## src/rtl/config_stream_loader.sv

```systemverilog
// Configuration stream loader: turns framed header/addr/data/checksum word streams
// into timed writes on the shared tile configuration bus, idling at a reserved address.
module config_stream_loader #(
  parameter logic [15:0] MAGIC       = 16'hC0F1,
  parameter logic [31:0] IDLE_ADDR   = 32'hFFFF_FFFF,
  parameter int unsigned HOLD_CYCLES = 2
) (
  input  logic        clk,
  input  logic        reset,
  input  logic [31:0] in_data,
  input  logic        in_valid,
  output logic        in_ready,
  output logic [31:0] config_addr,
  output logic [31:0] config_data,
  output logic        busy,
  output logic        done,
  output logic        error,
  output logic [15:0] write_count
);

  typedef enum logic [2:0] {HDR, ADDR, DATA, WRITE, CHK} state_e;

  localparam logic [3:0] HOLD_LAST = 4'(HOLD_CYCLES - 1);

  state_e      state_q, state_d;
  logic [15:0] remaining_q, remaining_d;
  logic [31:0] addr_reg_q, addr_reg_d;
  logic [31:0] checksum_q, checksum_d;
  logic [3:0]  hold_q, hold_d;
  logic [31:0] bus_addr_q, bus_addr_d;
  logic [31:0] bus_data_q, bus_data_d;
  logic        in_ready_q, in_ready_d;
  logic        busy_q, busy_d;
  logic        done_q, done_d;
  logic        error_q, error_d;
  logic [15:0] write_count_q, write_count_d;
  logic        accept;

  assign accept = in_valid && in_ready_q;

  always_comb begin
    state_d       = state_q;
    remaining_d   = remaining_q;
    addr_reg_d    = addr_reg_q;
    checksum_d    = checksum_q;
    hold_d        = hold_q;
    bus_addr_d    = bus_addr_q;
    bus_data_d    = bus_data_q;
    busy_d        = busy_q;
    done_d        = done_q;
    error_d       = error_q;
    write_count_d = write_count_q;

    case (state_q)
      HDR: begin
        if (accept) begin
          if (in_data[31:16] == MAGIC) begin
            remaining_d   = in_data[15:0];
            write_count_d = 16'd0;
            done_d        = 1'b0;
            error_d       = 1'b0;
            busy_d        = 1'b1;
            checksum_d    = in_data;
            state_d       = (in_data[15:0] == 16'd0) ? CHK : ADDR;
          end else begin
            error_d = 1'b1;
          end
        end
      end
      ADDR: begin
        if (accept) begin
          addr_reg_d = in_data;
          checksum_d = checksum_q ^ in_data;
          state_d    = DATA;
        end
      end
      DATA: begin
        // The bus register doubles as the data register so the write appears one edge later.
        if (accept) begin
          checksum_d = checksum_q ^ in_data;
          bus_addr_d = addr_reg_q;
          bus_data_d = in_data;
          hold_d     = 4'd0;
          state_d    = WRITE;
        end
      end
      WRITE: begin
        if (hold_q == HOLD_LAST) begin
          write_count_d = (write_count_q == 16'hFFFF) ? write_count_q : write_count_q + 16'd1;
          remaining_d   = remaining_q - 16'd1;
          bus_addr_d    = IDLE_ADDR;
          bus_data_d    = 32'd0;
          state_d       = (remaining_q != 16'd1) ? ADDR : CHK;
        end else begin
          hold_d = hold_q + 4'd1;
        end
      end
      CHK: begin
        if (accept) begin
          done_d  = 1'b1;
          error_d = (in_data != checksum_q) ? 1'b1 : error_q;
          busy_d  = 1'b0;
          state_d = HDR;
        end
      end
      default: begin
        state_d    = HDR;
        bus_addr_d = IDLE_ADDR;
        bus_data_d = 32'd0;
      end
    endcase

    in_ready_d = (state_d != WRITE);
  end

  always_ff @(posedge clk or negedge reset) begin
    if (!reset) begin
      state_q       <= HDR;
      remaining_q   <= 16'd0;
      addr_reg_q    <= 32'd0;
      checksum_q    <= 32'd0;
      hold_q        <= 4'd0;
      bus_addr_q    <= IDLE_ADDR;
      bus_data_q    <= 32'd0;
      in_ready_q    <= 1'b0;
      busy_q        <= 1'b0;
      done_q        <= 1'b0;
      error_q       <= 1'b0;
      write_count_q <= 16'd0;
    end else begin
      state_q       <= state_d;
      remaining_q   <= remaining_d;
      addr_reg_q    <= addr_reg_d;
      checksum_q    <= checksum_d;
      hold_q        <= hold_d;
      bus_addr_q    <= bus_addr_d;
      bus_data_q    <= bus_data_d;
      in_ready_q    <= in_ready_d;
      busy_q        <= busy_d;
      done_q        <= done_d;
      error_q       <= error_d;
      write_count_q <= write_count_d;
    end
  end

  assign in_ready    = in_ready_q;
  assign config_addr = bus_addr_q;
  assign config_data = bus_data_q;
  assign busy        = busy_q;
  assign done        = done_q;
  assign error       = error_q;
  assign write_count = write_count_q;

endmodule

```

## config.mk

```make
export PLATFORM = sky130hd
export DESIGN_NAME = config_stream_loader
export DESIGN_NICKNAME = d
export VERILOG_FILES = /design/src/rtl/config_stream_loader.sv
export SDC_FILE = /design/constraint.sdc
export NUM_CORES = 1
export LEC_CHECK = 0
export ABC_AREA = 1
export ABC_CLOCK_PERIOD_IN_PS = 4250
export BUFFER_PORTS_ARGS = -buffer_cell sky130_fd_sc_hd__buf_2
export CAP_MARGIN = 20
export CORE_MARGIN = 4
export CORE_UTILIZATION = 60
export DETAILED_ROUTE_END_ITERATION = 10
export PLACE_DENSITY_LB_ADDON = 0.08
export SETUP_SLACK_MARGIN = 0.15
export SYNTH_ARGS = -nofsm -noshare
export SYNTH_HDL_FRONTEND = slang
export SYNTH_SLANG_ARGS = --single-unit
```

## constraint.sdc

```tcl
create_clock -name clk -period 4.25 [get_ports clk]
set_clock_uncertainty 0.2 [all_clocks]
set_input_delay 0.425 -clock clk [delete_from_list [all_inputs] [get_ports clk]]
set_output_delay 0.425 -clock clk [all_outputs]
set_load 0.01 [all_outputs]
```

Word-level counts from Yosys, hierarchy flattened
Cells that the tools add are included.
Storage, ports and cells
  bits in registers: 171
  bits of input ports: 35
  output and inout port bits: 84
  logic and storage cells: 97
Cells by class
  add/sub/neg operators: 3
  equal/unequal tests: 19
  muxes and demuxes: 44
  bitwise gates (word level): 2
  reductions and logical operators: 17
Operators by type and width (count)
  32-bit two-way mux: 7
  32-bit case mux with 3 select lines: 2
  16-bit two-way mux: 7
  16-bit case mux with 2 select lines: 2
  32-bit case mux with 2 select lines: 1
  16-bit == test (second input constant): 2
  32-bit inequality test: 1
  32-bit XOR: 1
  3-bit two-way mux: 8
  16-bit by 1-bit adder with 16-bit output (second input constant): 1
  16-bit zero test: 1
  16-bit by 1-bit inequality test with 1-bit output (second input constant): 1
  2-bit inequality test (second input constant): 8
  4-bit AND reduction: 4
  16-bit by 1-bit subtractor with 16-bit output (second input constant): 1
  3-bit case mux with 5 select lines: 1
  1-bit two-way mux: 10
  4-bit two-way mux: 2
  4-bit case mux with 2 select lines: 1
  2-bit nonzero test: 4
  3-bit by 2-bit == test with 1-bit output (second input constant): 2
  1-bit case mux with 2 select lines: 3
  3-bit AND reduction: 2
  5-bit AND reduction: 1
  12 further kinds: 12

Depth between registers and ports, before layout
Gate-level depths: netlist of run 1.
  depth after elaboration: 6
  mapped depth: 11

Worst setup path after synthesis of run 1
OpenSTA, ideal clock, no wires.
  path type: register -> register
  from: reg write_count_q[0], in the netlist write_count[0]
  to: reg write_count_q[5], in the netlist write_count[5]
  setup time: 124 ps
  data arrival time: 1620 ps
  path slack: 2306 ps
  stages on the path, launching flop included: 10
  buffers on the path: 1
  path through: dfrtp_1 ha_1 nand2_1 nor2_1 nand3_1 nor3_2 inv_1 nand2_2 buf_4 o21ai_1
Between the ends
  longest elaborated chain between the ends: 4
  elaborated cells between the ends (all ways): 7
RTL lines
  start, declared: RTL line 36  | logic [15:0] write_count_q, write_count_d;
  start signal, assigned: RTL line 142  | write_count_q <= write_count_d;
  16-bit by 1-bit adder with 16-bit output: RTL line 89  | write_count_d = (write_count_q == 16'hFFFF) ? write_count_q : write_count_q + 16'd1;
  16-bit two-way mux: RTL line 89
  16-bit two-way mux: RTL line 88  | if (hold_q == HOLD_LAST) begin
  16-bit case mux with 2 select lines: RTL line 54  | case (state_q)
Several ways; a longest one is shown, not always the timed one. The select of a mux whose other input is x is not followed.
A chain may end at the register's enable or synchronous reset.

Worst setup path in the final report of run 1
  from: reg state_q[1]
  to: reg bus_addr_q[12], in the netlist config_addr[12]
Between the ends
  longest elaborated chain between the ends: 4
  elaborated cells between the ends (all ways): 11
RTL lines
  start, declared: RTL line 25  | state_e state_q, state_d;
  start signal, assigned: RTL line 131  | state_q <= state_d;
  3-bit == test (tied with other cells): RTL line 54
  3-bit OR reduction (no line)
  1-bit inverter (no line)
  3-bit AND reduction (no line)
  end signal, assigned: RTL line 136  | bus_addr_q <= bus_addr_d;
  end, declared: RTL line 30  | logic [31:0] bus_addr_q, bus_addr_d;
Several ways; a longest one is shown, not always the timed one.

==> run_results.csv, run 1 <==
group,metric,value,unit
run_status,status,"finished clean",
sta,post-route-period-util,0.665,
sta,setup_viol,0,
global_routing,grt_pass1_vias,6756,
place,gp_congestion,0.882,
route,routed_wl,20500,um
route,drtAntennaViolNets,0,
pwr,ir_worst_vdd,0.000385,V
cts,clk_latency,0.43,ns
global_routing,antenna_found_initial,0,
synth,synth_edf_count,0,
synth,synth_flop_cell,"dfrtp_1",
final_layout,stdcell_count,1392,
place,dp_hpwl,14200,um
final_layout,fillers,1148,
route,drc_errors,0,
synth,synth_top_area_frac,0.403,
global_routing,grt_use_total,0.261,
final_layout,antenna_cells,0,
min_path,holdPathEnd,"config_data[18]",
cts,cts.repair.resized,0,
route,drtPass1Iterations,5,
floorplanning,rows,43,
route,drt_iter0_markers,604,
place,port_buffers,118,
synth,synth_area_leaders,"dfrtp_1 40%, nand2_1 12%, o21ai_0 11%, dfstp_2 9.7%, inv_1 6.3%",
min_path,hold_depth,3,
final_layout,layout.nets,1239,
sta,finalSetupTns,0,ns
synth,post_synth.cell_area_avg,7.86,um2
global_routing,grt_pass1_wl,34000,um
floorplanning,design.die.area,16400,um2
pwr,p_per_area,777,nW/um2
pwr,p_leak,4.96,nW
sta,hold_violations,0,
route,routedWlPerCell,14.7,um
min_path,min_from,"in_data[18]",
synth,yosys.area.top_type,"dfrtp_1",
critical_path,worstPathArrival,2.97,ns
floorplanning,die_w,128,um
cts,cts.sinks,171,
synth,synth_seq_cells,171,
floorplanning,initial_core_util,0.617,
place,place_ws,1.46,ns
critical_path,reg2reg_slack,1.43,ns
floorplanning,ios,119,
critical_path,reg2reg_from,"state_q[1]",
global_routing,gr-total-overflow,0,
route,via_per_inst,5.34,
synth,synthArstFlopShare,1.00,
critical_path,endpoint_kind,"register",
min_path,hold_class,"primary input to register",
critical_path,required,4.40,ns
cts,cts_made_buffers,17,
synth,syn_inst,1098,
synth,synth_area,8630,um2
floorplanning,core,14000,um2
final_layout,multi_input_area,3550,um2
route,vias,7428,
global_routing,grt_max_degree,102,
run,max-cap-violations,0,
sta,fmax,354,MHz
place,dp.cells,1359,
sta,relSlewSlack,0.348,
critical_path,critPathMaxFanout,65,
synth,synth_commonest_cells,"273 x nand2_1, 190 x o21ai_0, 144 x inv_1",
sta,rsz0062_at_grt,"no",
critical_path,worstRegToRegCells,9,
floorplanning,die_h,128,um
final_layout,layout.area.seq,4320,um2
cts,cts_root_buf,"clkbuf_16",
critical_path,critical_path.reg2reg.endpoint,"config_addr[12]",
cts,htreeDepth,4,
cts,clock_path_buffers,2,
cts,path_clk_slew,0.07,ns
synth,synth_most_common_cell,"nand2_1",
final_layout,area_delta_synth_final,15.1,%
cts,cts_tree,"done",
synth,synth_seq_area_share,0.500,
synth,yosys_warnings,0,
synth,yosysUniqueCellTypes,38,
synth,synth_nets,1138,
sta,worstMarginPinSlew,0.974,ns
critical_path,critPathKind,"register to register",
sta,fin_crit,2.82,ns
critical_path,cp-start-kind,"register",
final_layout,layout-drive-gt1-share,0.174,
sta,setup_slack,1.43,ns
sta,slew_violations,0,
[cell type report]
cell class | instances | area share
clock inverters | 14 | 0.0137
repair buffers | 132 | 0.0721
multi-input cells | 730 | 0.357
flip-flops and latches | 171 | 0.435
well taps | 180 | 0.0227
clock buffers | 18 | 0.0442
inverters | 147 | 0.0555
[per-stage QoR]
stage	hold slack, ns	power, W	instance area, um2	util
global route	0.0764	0.00839	9940	0.710
floorplan	-0.0706	0.00528	8630	-
detailed placement	0.268	0.00620	9350	0.669
CTS	0.0573	0.00776	9940	0.710
global placement	0.264	0.00609	9350	0.669
finish	0.0609	0.00772	9940	0.710
[worst max-delay path, cell delays in order, from the launching register on]
cell and delay (ns):
dfrtp_1 0.48, inv_1 0.15, nor3_4 0.04, buf_4 0.24, nand2_1 0.12, nand2_1 0.09, nor3_4 0.54, buf_4 0.53
o21ai_0 0.18, o21ai_0 0.12
[placed cells by master (no fill, tap or decap), types with 3 or more instances in the layout]
master / synthesis / routed
xnor2_1: 6 / 6
o211ai_1: 6 / 6
inv_2: 3 / 3
buf_4: 1 / 12
dfrtp_1: 139 / 139
or2_2: 3 / 3
a31oi_1: 3 / 3
a21oi_1: 10 / 10
nor3_1: 9 / 9
inv_1: 144 / 144
dfstp_2: 32 / 32
mux2i_1: 4 / 4
clkinv_4: 0 / 4
xor2_1: 36 / 36
nand2_1: 273 / 273
nor2_1: 81 / 81
nand3_1: 60 / 60
o21ai_0: 190 / 190
o21ai_1: 13 / 13
buf_2: 23 / 117
nand4_1: 14 / 14
inv_6: 0 / 4
clkbuf_16: 0 / 17
ha_1: 5 / 5
[power by group]
| part | switching [W] | internal (W) | total [W] |
|---|---|---|---|
| Sequential | 0.000443 | 0.00248 | 0.00292 |
| Combinational | 0.00216 | 0.00112 | 0.00328 |
| Clock | 0.000688 | 0.000834 | 0.00152 |
| Total | 0.00329 | 0.00443 | 0.00772 |
[state kept, by name, indices dropped and copies added (netlist names)]
register and count:
busy 1, checksum_q 32, error 1, addr_reg_q 32, config_addr 32, write_count 16
config_data 32, hold_q 4, done 1, remaining_q 16, in_ready 1, state_q 3
[routing by layer]
metal  wire [um]  global-route usage  share of wire
met5           0                   0              0
met4         280              0.0718          0.014
met3        1420              0.0558          0.069
met2        8890               0.368           0.43
met1        9890               0.408           0.48
[how the worst max path moves through the flow]
stage,start,endpoint,cells past startpoint
after floorplan,write_count[0],write_count[5],9
final,state_q[1],config_addr[12],9
after global placement,state_q[1],config_addr[6],9
after detailed placement,state_q[1],config_addr[19],9
after global routing,state_q[1],config_addr[3],8
after CTS,state_q[1],config_addr[19],9
[cells by family after synthesis]
group,Yosys count,synth area share
fa+ha+maj,5,0.00725
compound gates,228,0.136
xor+xnor,42,0.0426
flops,171,0.500
simple gates,451,0.219
buf+inv,197,0.0904
mux,4,0.00464
[what timing repair did]
item                      4_1_cts  5_1_grt
setup buffers                   0        0
hold endpoints to repair       99        0
hold buffers                    1        0
Note: power is estimated with default switching activity, not from simulation.
==> run 2, diff against run 1 <==
--- a/config.mk
+++ b/config.mk
@@ -5,12 +5,12 @@
 export SDC_FILE = /design/constraint.sdc
 export NUM_CORES = 1
 export LEC_CHECK = 0
-export ABC_AREA = 1
-export ABC_CLOCK_PERIOD_IN_PS = 4250
+export ABC_AREA = 0
+export ABC_CLOCK_PERIOD_IN_PS = 2350
 export BUFFER_PORTS_ARGS = -buffer_cell sky130_fd_sc_hd__buf_2
 export CAP_MARGIN = 20
 export CORE_MARGIN = 4
-export CORE_UTILIZATION = 60
+export CORE_UTILIZATION = 52
 export DETAILED_ROUTE_END_ITERATION = 10
 export PLACE_DENSITY_LB_ADDON = 0.08
 export SETUP_SLACK_MARGIN = 0.15
==> constraint.sdc (replaced) <==
create_clock -name clk -period 2.35 [get_ports clk]
set_clock_uncertainty 0.2 [all_clocks]
set_input_delay 0.235 -clock clk [delete_from_list [all_inputs] [get_ports clk]]
set_output_delay 0.235 -clock clk [all_outputs]
set_load 0.01 [all_outputs]
==> run 2 against run 1 <==
Net effect: total power rose by 73%; utilization is 4.7 points lower; sequential share of layout area shrank 0.78 points; worst setup slack lost 1.3 ns; synthesized cell count down 24%; die area up 7.8%; non-clock buffer count is 67 higher; largest power group unchanged; critical path type unchanged; cell count is 12% lower; area after synthesis down 6.1%; clock power grew 80%.
==> run_results.csv, run 2 <==
group,metric,value,unit
pwr,ir_worst_vdd,0.000591,V
critical_path,path_buf_inv,2,
sta,setup_viol,0,
global_routing,grt_max_degree,62,
route,drtAntennaViolNets,0,
min_path,hold_depth,3,
pwr,p_leak,4.78,nW
sta,worstMarginPinSlew,0.582,ns
critical_path,worstSetupPathDepth,9,
floorplanning,core,15300,um2
global_routing,gr-total-overflow,0,
sta,setup_slack,0.139,ns
pwr,intPower,0.00835,W
place,gp_congestion,0.849,
critical_path,worstRegToRegCells,9,
synth,yosys.area.top_type,"dfrtp_1",
synth,syn_inst,833,
cts,path_clk_slew,0.06,ns
floorplanning,rows,45,
cts,cts_made_buffers,17,
sta,slew_violations,0,
critical_path,worstPathArrival,2.31,ns
pwr,swShare,0.373,
synth,synth_edf_count,0,
cts,clock_path_buffers,2,
sta,hold_violations,0,
synth,synth_most_common_cell,"nand2_1",
synth,synth_nets,873,
route,routed_wl,21000,um
pwr,seqPwrFrac,0.391,
floorplanning,die_h,133,um
global_routing,grt_use_total,0.243,
floorplanning,design.die.area,17600,um2
final_layout,layout.nets,1043,
cts,cts.sinks,171,
run_status,status,"finished clean",
final_layout,mostFrequentLayoutCell,"nand2_1",
synth,synthArstFlopShare,1.00,
critical_path,critical_path.reg2reg.endpoint,"hold_q[2]",
final_layout,final_core_util,0.664,
synth,synth_top_area_frac,0.429,
synth,synth_flop_cell,"dfrtp_1",
run,max-cap-violations,0,
sta,post-route-period-util,0.941,
route,drt_iter0_markers,331,
pwr,p_per_area,1320,nW/um2
critical_path,cp-start-kind,"register",
synth,synth_area_leaders,"dfrtp_1 43%, dfstp_2 10%, nand2_1 10%, mux2_2 4.4%, o21ai_0 3.9%",
sta,holdWs,0.00756,ns
floorplanning,die_w,133,um
place,dp_hpwl,14700,um
synth,yosys_warnings,0,
critical_path,reg2reg_slack,0.14,ns
min_path,min_from,"in_data[1]",
final_layout,area_delta_synth_final,24.9,%
pwr,netSwitchingPower,0.00498,W
synth,synth_seq_area_share,0.533,
final_layout,layout-drive-gt1-share,0.308,
floorplanning,ios,119,
pwr,combPwrFrac,0.404,
route,vias,6769,
critical_path,critPathMaxFanout,3,
final_layout,fillers,1241,
global_routing,grt_pass1_vias,6723,
place,port_buffers,118,
synth,synth_commonest_cells,"224 x nand2_1, 139 x dfrtp_1, 63 x o21ai_0",
route,drtPass1Iterations,5,
critical_path,critPathSlowestCell,"o41a_1",
critical_path,critPathMaxStageDelay,0.43,ns
sta,fin_crit,2.21,ns
floorplanning,initial_core_util,0.531,
critical_path,crit_chain,"inv_1 > ha_2 > nor3b_4 > nand2_1 > o41a_1 > o31ai_4 > buf_4 > or3_1 > a21oi_1",
route,routedWlPerCell,17.1,um
sta,rsz0062_at_grt,"yes",
synth,synth_area,8110,um2
cts,htreeDepth,4,
sta,relSlewSlack,0.612,
synth,synth_seq_cells,171,
route,drc_errors,0,
synth,post_synth.cell_area_avg,9.73,um2
cts,cts_root_buf,"clkbuf_16",
critical_path,reg2reg_from,"hold_q[1]",
place,place_ws,-0.0477,ns
synth,yosysUniqueCellTypes,54,
sta,finalSetupTns,0,ns
sta,fmax,452,MHz
global_routing,antenna_found_initial,0,
final_layout,antenna_cells,0,
min_path,holdPathEnd,"checksum_q[1]",
critical_path,endpoint_kind,"register",
pwr,power,0.0133,W
cts,cts_tree,"done",
critical_path,cp_top_family,"compound AO/OA/AOI/OAI gates",
critical_path,required,2.45,ns
cts,clk_latency,0.42,ns
route,via_per_inst,5.53,
critical_path,critPathKind,"register to register",
global_routing,grt_pass1_wl,34400,um
final_layout,final_cell_mix,"223 x nand2_1, 137 x dfrtp_1, 117 x buf_2, 65 x buf_4, 59 x o21ai_0",
pwr,pwr-share-clk,0.205,
min_path,hold_class,"primary input to register",
## run 2: changes by cell type after synthesis, sizes merged, moves of 26 or more
cell,before,now
nor2,85,18
nand2,274,224
o21ai,204,65
xnor2,6,32
inv,147,7
mux2,0,32
## run 2: final cells by class
cell class                 count  area [um2]  share of cell area
sequential                   171        4320               0.427
multi-input combinational    607        3610               0.357
timing repair buffer         199        1340               0.132
clock buffer                  23         468              0.0462
tap                          211         264              0.0261
clock inverter                 7        95.1             0.00939
inverter                       7        26.3             0.00260
## run 2: worst max path at each step
stage                              start              end  slack, ns
after floorplan           write_count[0]  write_count[10]       0.17
after global placement       in_data[11]        hold_q[3]      0.003
after detailed placement      in_data[0]        hold_q[3]      -0.05
after CTS                 write_count[3]   write_count[6]       0.15
after global routing           hold_q[1]        hold_q[2]       0.03
final                          hold_q[1]        hold_q[2]       0.14
## run 2: per-layer routing
| metal | wire length, um | vias up | share of wire | track usage |
|---|---|---|---|---|
| li1 | - | 3198 | - | - |
| met4 | 541 | 0 | 0.026 | 0.0895 |
| met5 | 0 | - | 0 | 0 |
| met1 | 9360 | 3365 | 0.45 | 0.328 |
| met3 | 875 | 41 | 0.042 | 0.0532 |
| met2 | 10200 | 165 | 0.49 | 0.386 |
## run 2: repair_timing
action | in CTS | in global routing
setup buffers | 0 | 9
endpoints found under the hold margin | 68 | 0
gates cloned | 0 | 0
resized for setup | 6 | 16
pin swaps | 1 | 6
hold buffers | 5 | 0
endpoints found under the setup margin | 5 | 35
## run 2: worst reg2reg max path, delay by kind of cell, from the launching register on
kind	cells	cell delay [ns]
buf+inv	2	0.22
fa+ha+maj	1	0.16
compound gates	3	0.75
flops	1	0.38
simple gates	3	0.37
## run 2: logic make-up after synthesis
group	synth area share
AOI/OAI and AO/OA	0.101
buffers and inverters	0.0281
muxes	0.0457
adders and majority gates	0.00772
and+or+nand+nor	0.218
DFF	0.533
xor gates and xnor gates	0.0670
## run 2: metrics by stage
step / cells / area, um2
global placement: 1181 / 9390
detailed placement: 1181 / 9390
global route: 1225 / 10100
finish: 1225 / 10100
floorplan: 833 / 8110
CTS: 1216 / 10000
## run 2: power groups by stage
stage / clock network (W) / registers (W) / logic [W]
floorplan: 0 / 0.00538 / 0.00315
global placement: 0 / 0.00517 / 0.00507
detailed placement: 0 / 0.00526 / 0.00522
CTS: 0.00277 / 0.00521 / 0.00529
global route: 0.00290 / 0.00538 / 0.00601
finish: 0.00273 / 0.00522 / 0.00539
